[src/rtl/stopwatch_pkg.sv]
// Shared constants for the stopwatch controller: FSM state encoding,
// default moduli of the mm:ss digit chain and the default digit width.
package stopwatch_pkg;

  localparam logic [1:0] ST_IDLE  = 2'd0;
  localparam logic [1:0] ST_RUN   = 2'd1;
  localparam logic [1:0] ST_PAUSE = 2'd2;
  localparam logic [1:0] ST_CLEAR = 2'd3;

  localparam int DEF_MOD0    = 10;
  localparam int DEF_MOD1    = 6;
  localparam int DEF_MOD2    = 10;
  localparam int DEF_MOD3    = 6;
  localparam int DEF_DIGIT_W = 4;

endpackage

[src/rtl/stopwatch_ctrl_tick_gen.sv]
// Time-base prescaler for the stopwatch: counts while run is high, holds
// while hold is high, otherwise sits at zero; Tick marks the last count.
module tick_gen
  import stopwatch_pkg::*;
#(
  parameter int PRESCALE = 50000000
) (
  input  logic clk,
  input  logic rst,
  input  logic run,
  input  logic hold,
  output logic tick
);

  localparam int CW = (PRESCALE > 1) ? $clog2(PRESCALE) : 1;
  localparam logic [CW-1:0] LAST = CW'(PRESCALE - 1);

  logic [CW-1:0] count_r;

  // Prescaler count: wrap in run, freeze in hold, zero otherwise
  always_ff @(posedge clk or posedge rst) begin
    if (rst) begin
      count_r <= CW'(0);
    end else if (run) begin
      count_r <= (count_r == LAST) ? CW'(0) : count_r + CW'(1);
    end else if (hold) begin
      count_r <= count_r;
    end else begin
      count_r <= CW'(0);
    end
  end

  assign tick = run && (count_r == LAST);

endmodule

[src/rtl/stopwatch_ctrl.sv]
// Run/pause/clear sequencer for a four-stage mm:ss counter chain.
// Optional lap freeze of the display is built when LAP_FREEZE_EN is defined.
module stopwatch_ctrl
  import stopwatch_pkg::*;
#(
  parameter int PRESCALE = 50000000,
  parameter int MOD0     = DEF_MOD0,
  parameter int MOD1     = DEF_MOD1,
  parameter int MOD2     = DEF_MOD2,
  parameter int MOD3     = DEF_MOD3,
  parameter int DIGIT_W  = DEF_DIGIT_W
) (
  input  logic                 Clk,
  input  logic                 Rst,
  input  logic                 StartStop,
  input  logic                 Clear,
  input  logic                 Lap,
  input  logic [DIGIT_W-1:0]   Q0,
  input  logic [DIGIT_W-1:0]   Q1,
  input  logic [DIGIT_W-1:0]   Q2,
  input  logic [DIGIT_W-1:0]   Q3,
  output logic [3:0]           En,
  output logic                 Tick,
  output logic                 Running,
  output logic                 Busy,
  output logic [4*DIGIT_W-1:0] Disp
);

  localparam logic [DIGIT_W-1:0] LAST0 = DIGIT_W'(MOD0 - 1);
  localparam logic [DIGIT_W-1:0] LAST1 = DIGIT_W'(MOD1 - 1);
  localparam logic [DIGIT_W-1:0] LAST2 = DIGIT_W'(MOD2 - 1);
  localparam logic [DIGIT_W-1:0] ZERO  = DIGIT_W'(0);

  logic [1:0]           state_r;
  logic [1:0]           next_state_s;
  logic                 tick_s;
  logic                 all_zero_s;
  logic [4*DIGIT_W-1:0] q_bus_s;

  assign all_zero_s = (Q0 == ZERO) && (Q1 == ZERO) && (Q2 == ZERO) && (Q3 == ZERO);
  assign q_bus_s    = {Q3, Q2, Q1, Q0};

  tick_gen #(
    .PRESCALE (PRESCALE)
  ) u_tick_gen (
    .clk  (Clk),
    .rst  (Rst),
    .run  (state_r == ST_RUN),
    .hold (state_r == ST_PAUSE),
    .tick (tick_s)
  );

  // Next-state decode; Clear outranks StartStop except while running
  always_comb begin
    next_state_s = state_r;
    case (state_r)
      ST_IDLE: begin
        if (Clear) begin
          next_state_s = ST_CLEAR;
        end else if (StartStop) begin
          next_state_s = ST_RUN;
        end else begin
          next_state_s = ST_IDLE;
        end
      end
      ST_RUN: begin
        if (StartStop) begin
          next_state_s = ST_PAUSE;
        end else begin
          next_state_s = ST_RUN;
        end
      end
      ST_PAUSE: begin
        if (Clear) begin
          next_state_s = ST_CLEAR;
        end else if (StartStop) begin
          next_state_s = ST_RUN;
        end else begin
          next_state_s = ST_PAUSE;
        end
      end
      ST_CLEAR: begin
        if (all_zero_s) begin
          next_state_s = ST_IDLE;
        end else begin
          next_state_s = ST_CLEAR;
        end
      end
      default: next_state_s = ST_CLEAR;
    endcase
  end

  // State register; reset lands in CLEAR so the unreset digits get zeroed
  always_ff @(posedge Clk or posedge Rst) begin
    if (Rst) begin
      state_r <= ST_CLEAR;
    end else begin
      state_r <= next_state_s;
    end
  end

  // Stage enables: carry cascade while running, independent zeroing in CLEAR
  always_comb begin
    En = 4'b0000;
    case (state_r)
      ST_RUN: begin
        En[0] = tick_s;
        En[1] = tick_s && (Q0 == LAST0);
        En[2] = tick_s && (Q0 == LAST0) && (Q1 == LAST1);
        En[3] = tick_s && (Q0 == LAST0) && (Q1 == LAST1) && (Q2 == LAST2);
      end
      ST_CLEAR: begin
        En = {(Q3 != ZERO), (Q2 != ZERO), (Q1 != ZERO), (Q0 != ZERO)};
      end
      default: En = 4'b0000;
    endcase
  end

  assign Tick    = tick_s;
  assign Running = (state_r == ST_RUN);
  assign Busy    = (state_r == ST_CLEAR);

`ifdef LAP_FREEZE_EN
  logic                 freeze_r;
  logic [4*DIGIT_W-1:0] lap_r;

  // Lap toggles the freeze in RUN/PAUSE, capturing digits on set; CLEAR releases it
  always_ff @(posedge Clk or posedge Rst) begin
    if (Rst) begin
      freeze_r <= 1'b0;
      lap_r    <= {(4*DIGIT_W){1'b0}};
    end else if (next_state_s == ST_CLEAR) begin
      freeze_r <= 1'b0;
      lap_r    <= lap_r;
    end else if (Lap && ((state_r == ST_RUN) || (state_r == ST_PAUSE))) begin
      freeze_r <= !freeze_r;
      lap_r    <= freeze_r ? lap_r : q_bus_s;
    end else begin
      freeze_r <= freeze_r;
      lap_r    <= lap_r;
    end
  end

  assign Disp = freeze_r ? lap_r : q_bus_s;
`else
  logic unused_lap_s;
  assign unused_lap_s = Lap;
  assign Disp         = q_bus_s;
`endif

endmodule

[config.mk]
export PLATFORM = sky130hd
export DESIGN_NAME = stopwatch_ctrl
export DESIGN_NICKNAME = d
export VERILOG_FILES = /design/src/rtl/stopwatch_pkg.sv /design/src/rtl/stopwatch_ctrl_tick_gen.sv /design/src/rtl/stopwatch_ctrl.sv
export SDC_FILE = /design/constraint.sdc
export NUM_CORES = 1
export LEC_CHECK = 0
export BUFFER_PORTS_ARGS = -buffer_cell sky130_fd_sc_hd__buf_4
export CORE_ASPECT_RATIO = 1.75
export CORE_MARGIN = 1.5
export CORE_UTILIZATION = 48
export CTS_CLUSTER_DIAMETER = 50
export DETAILED_ROUTE_END_ITERATION = 12
export PLACE_DENSITY = 0.73
export SLEW_MARGIN = 5
export SYNTH_ARGS = -nofsm -noshare
export SYNTH_HDL_FRONTEND = slang
export SYNTH_SLANG_ARGS = --single-unit
[constraint.sdc]
create_clock -name Clk -period 1.9 [get_ports Clk]
set_clock_uncertainty 0.1 [all_clocks]
set_input_delay 0.095 -clock Clk [delete_from_list [all_inputs] [get_ports Clk]]
set_output_delay 0.095 -clock Clk [all_outputs]
set_load 0.02 [all_outputs]
==> impl_metrics.py <==
metrics = {
    "yosys": {
        "yosysTopAreaCellShare_pct": 34.9,
        "netlist_area_um2": 1860,
        "synth_common_cells": "dfrtp_1, nand2_1, o21ai_0, nand3_1, buf_4",
        "async_reset_ff_share_pct": 100,
        "syn-num-nets": 243,
        "synthCells": 221,
        "synthTopCellsByArea": "dfrtp_1, buf_4, o21ai_0",
        "avgSynthCellArea_um2": 8.43,
        "synth_top_cell_by_area": "dfrtp_1",
        "ys_ff_latch": 28,
        "synth_warnings": 0,
        "ys_seq_area_share_pct": 37.7,
        "synth_most_common_cell": "dfrtp_1",
        "synth-main-ff-cell": "dfrtp_1",
        "synth_edf_count": 0,
        "yosysUniqueCellTypes": 45,
    },
    "sta": {
        "fmax_ghz": 0.444,
        "worst_slack_ps": -351,
        "tightest_slew_ps": 563,
        "finalCritPeriodShare_pct": 118,
        "timing.final.crit_period_ps": 2250,
        "finalHoldViolCount": 0,
        "slew_headroom_pct": 62.2,
        "fin_setup_tns_ps": -4970,
        "rsz0062_at_grt": "true",
        "drv_slew": 0,
        "report.final.setup_viol": 26,
    },
    "pwr": {
        "leakagePower_uw": 0.00137,
        "p_per_area_nw_per_um2": 877,
        "ir_drop_mv": 0.789,
        "total_power_uw": 2490,
    },
    "setup_path": {
        "required_ps": 1700,
        "endpoint_kind": "output port",
        "crit_type": "flop to output port",
        "critPathArrivalTime_ps": 2060,
        "cp-start-kind": "flop",
        "worstPathMaxFanout": 5,
    },
    "cells_and_area": {
        "drive_gt1_share_pct": 45.1,
        "n_antenna_cell": 0,
        "area_growth_pct": 52.4,
        "finalNetCount": 338,
        "final-instance-count-excl-fill": 361,
    },
    "hold_path": {
        "hold_class": "input port to flop",
    },
    "clocking": {
        "cts_max_level": 1,
        "cts_root_buf": "clkbuf_8",
        "clock-sinks": 28,
        "clk_path_buf_depth": 2,
        "path_clk_slew_ps": 90,
        "cts_tree": "done",
        "cts_buffers": 3,
        "clock_latency_ps": 280,
    },
    "floorplan": {
        "num_rows": 29,
        "dieWidth_um": 50.1,
        "ioPinCount": 44,
        "start_util_pct": 50.8,
        "dieHeight_um": 85.4,
        "coreArea_um2": 3660,
        "die_area_um2": 4280,
    },
    "routing": {
        "drt-pass1-iter-count": 4,
        "wl_met3_um": 349,
        "met2_length_um": 3320,
        "ant_nets": 0,
        "viasPerCell": 5.86,
        "wl_per_cell_um": 17.0,
        "dr.max_layer_used": "met4",
        "drcViolationCount": 0,
        "drt_iter0_markers": 41,
        "wirelength_um": 6140,
        "wl_met1_um": 2130,
        "vias": 2117,
    },
    "place": {
        "hpwlAfterDp_um": 3870,
        "post-place-cells": 340,
        "place_congestion": 0.806,
        "numPortBuffers": 42,
    },
    "global_route": {
        "overflow": 0,
        "grt_pass1_wl_um": 9520,
        "globalRouteTotalUtil_pct": 29.4,
        "grt_max_degree": 29,
        "grt_pass1_vias": 2138,
        "antenna_found_initial": 0,
    },
    "run": {
        "drv_cap": 0,
    },
    "run_status": {
        "violations": "negative setup slack",
        "status": "finished, violations left",
    },
}
[what timing repair did]
item	in CTS	in global routing
hold buffers	2	0
gates resized for setup	14	20
pin swaps	3	8
setup buffers	10	3
setup endpoints to repair	18	30
endpoints found under the hold margin	28	0
gates cloned	2	0
[power by group]
part / internal [uW] / switching [uW]
Sequential: 654 / 36.7
Clock: 151 / 188
Combinational: 734 / 726
[metal layers]
layer,vias to the layer above,GRT usage [%]
li1,992,-
met5,-,0
met3,24,4.58
met2,92,52.8
met4,0,20.2
met1,1009,29.9
[worst paths after layout]
kind                                                          from                            endpoint  slack [ps]  cells after the start
min in group asynchronous                                      Rst  u_tick_gen.count_r[14]$_DFFE_PP0P_         330                      4
worst max register to register  u_tick_gen.count_r[10]$_DFFE_PP0P_  u_tick_gen.count_r[25]$_DFFE_PP0P_        -260                      8
worst min-delay path                                         Clear                state_r[1]$_DFF_PP1_          20                      3
worst max-delay path            u_tick_gen.count_r[10]$_DFFE_PP0P_                               En[1]        -350                      5
worst min register to register   u_tick_gen.count_r[6]$_DFFE_PP0P_   u_tick_gen.count_r[6]$_DFFE_PP0P_         500                      2
max in group asynchronous                                      Rst                state_r[1]$_DFF_PP1_        1040                      4
[cell families (layout without fill, tap and decap cells)]
logic type / Yosys count / count (layout) / share of synthesized area, %
AOI/OAI and AO/OA: 49 / 49 / 16.7
and+or+nand+nor: 105 / 105 / 32.2
xor gates and xnor gates: 4 / 4 / 1.88
adders and majority gates: 1 / 1 / 0.671
buffers and inverters: 34 / 128 / 10.8
DFF: 28 / 28 / 37.7
[critical path: stages (launching register included)]
cell and delay, ps:
dfrtp_1 440, nor4_2 330, nand4_1 230, or3_4 470, o22ai_2 170, buf_6 140
[flip-flops by register name (all words and copies together) (netlist names)]
| name | count |
|---|---|
| state_r | 2 |
| u_tick_gen.count_r | 26 |
[layout by cell type, fill, tap and decap left out, types with 2 or more instances in the layout]
cell type / Yosys / routed
a21o_1: 4 / 4
a21oi_1: 8 / 7
a31oi_1: 2 / 2
and2_1: 2 / 2
and3_1: 4 / 3
buf_4: 17 / 100
buf_6: 1 / 7
clkbuf_8: 0 / 3
dfrtp_1: 26 / 26
dfstp_2: 2 / 2
dlygate4sd3_1: 0 / 2
inv_1: 12 / 12
nand2_1: 25 / 23
nand2_2: 0 / 2
nand2b_1: 3 / 3
nand3_1: 18 / 13
nand3_2: 0 / 4
nand4_1: 10 / 10
nor2_1: 6 / 6
nor3_1: 4 / 3
nor3_2: 1 / 2
nor3b_1: 2 / 2
nor4_1: 8 / 7
o211ai_1: 3 / 3
o21ai_0: 19 / 17
o21ai_1: 0 / 2
o22ai_2: 0 / 3
o31ai_1: 2 / 2
or3_1: 10 / 9
or4_1: 5 / 3
or4_4: 1 / 3
xor2_1: 3 / 3
[layout make-up]
cell class	instances	area (um2)
fillers	251	826
inverters	12	45.0
repair buffers	112	922
multi-input cells	159	1070
flip-flops and latches	28	703
clock buffers	4	45.0
well taps	46	57.6
[stage by stage]
stage	worst slack [ps]	util, %	instance area (um2)	hold slack [ps]
6_report	-351	77.5	2840	24.1
5_1_grt	-378	77.5	2840	40.0
4_1_cts	-275	75.1	2750	20.8
3_5_place_dp	-110	67.9	2490	90.3
3_3_place_gp	-65.7	67.9	2490	87.9
2_1_floorplan	-114	-	1860	58.9
(Power assumes the default switching activity.)
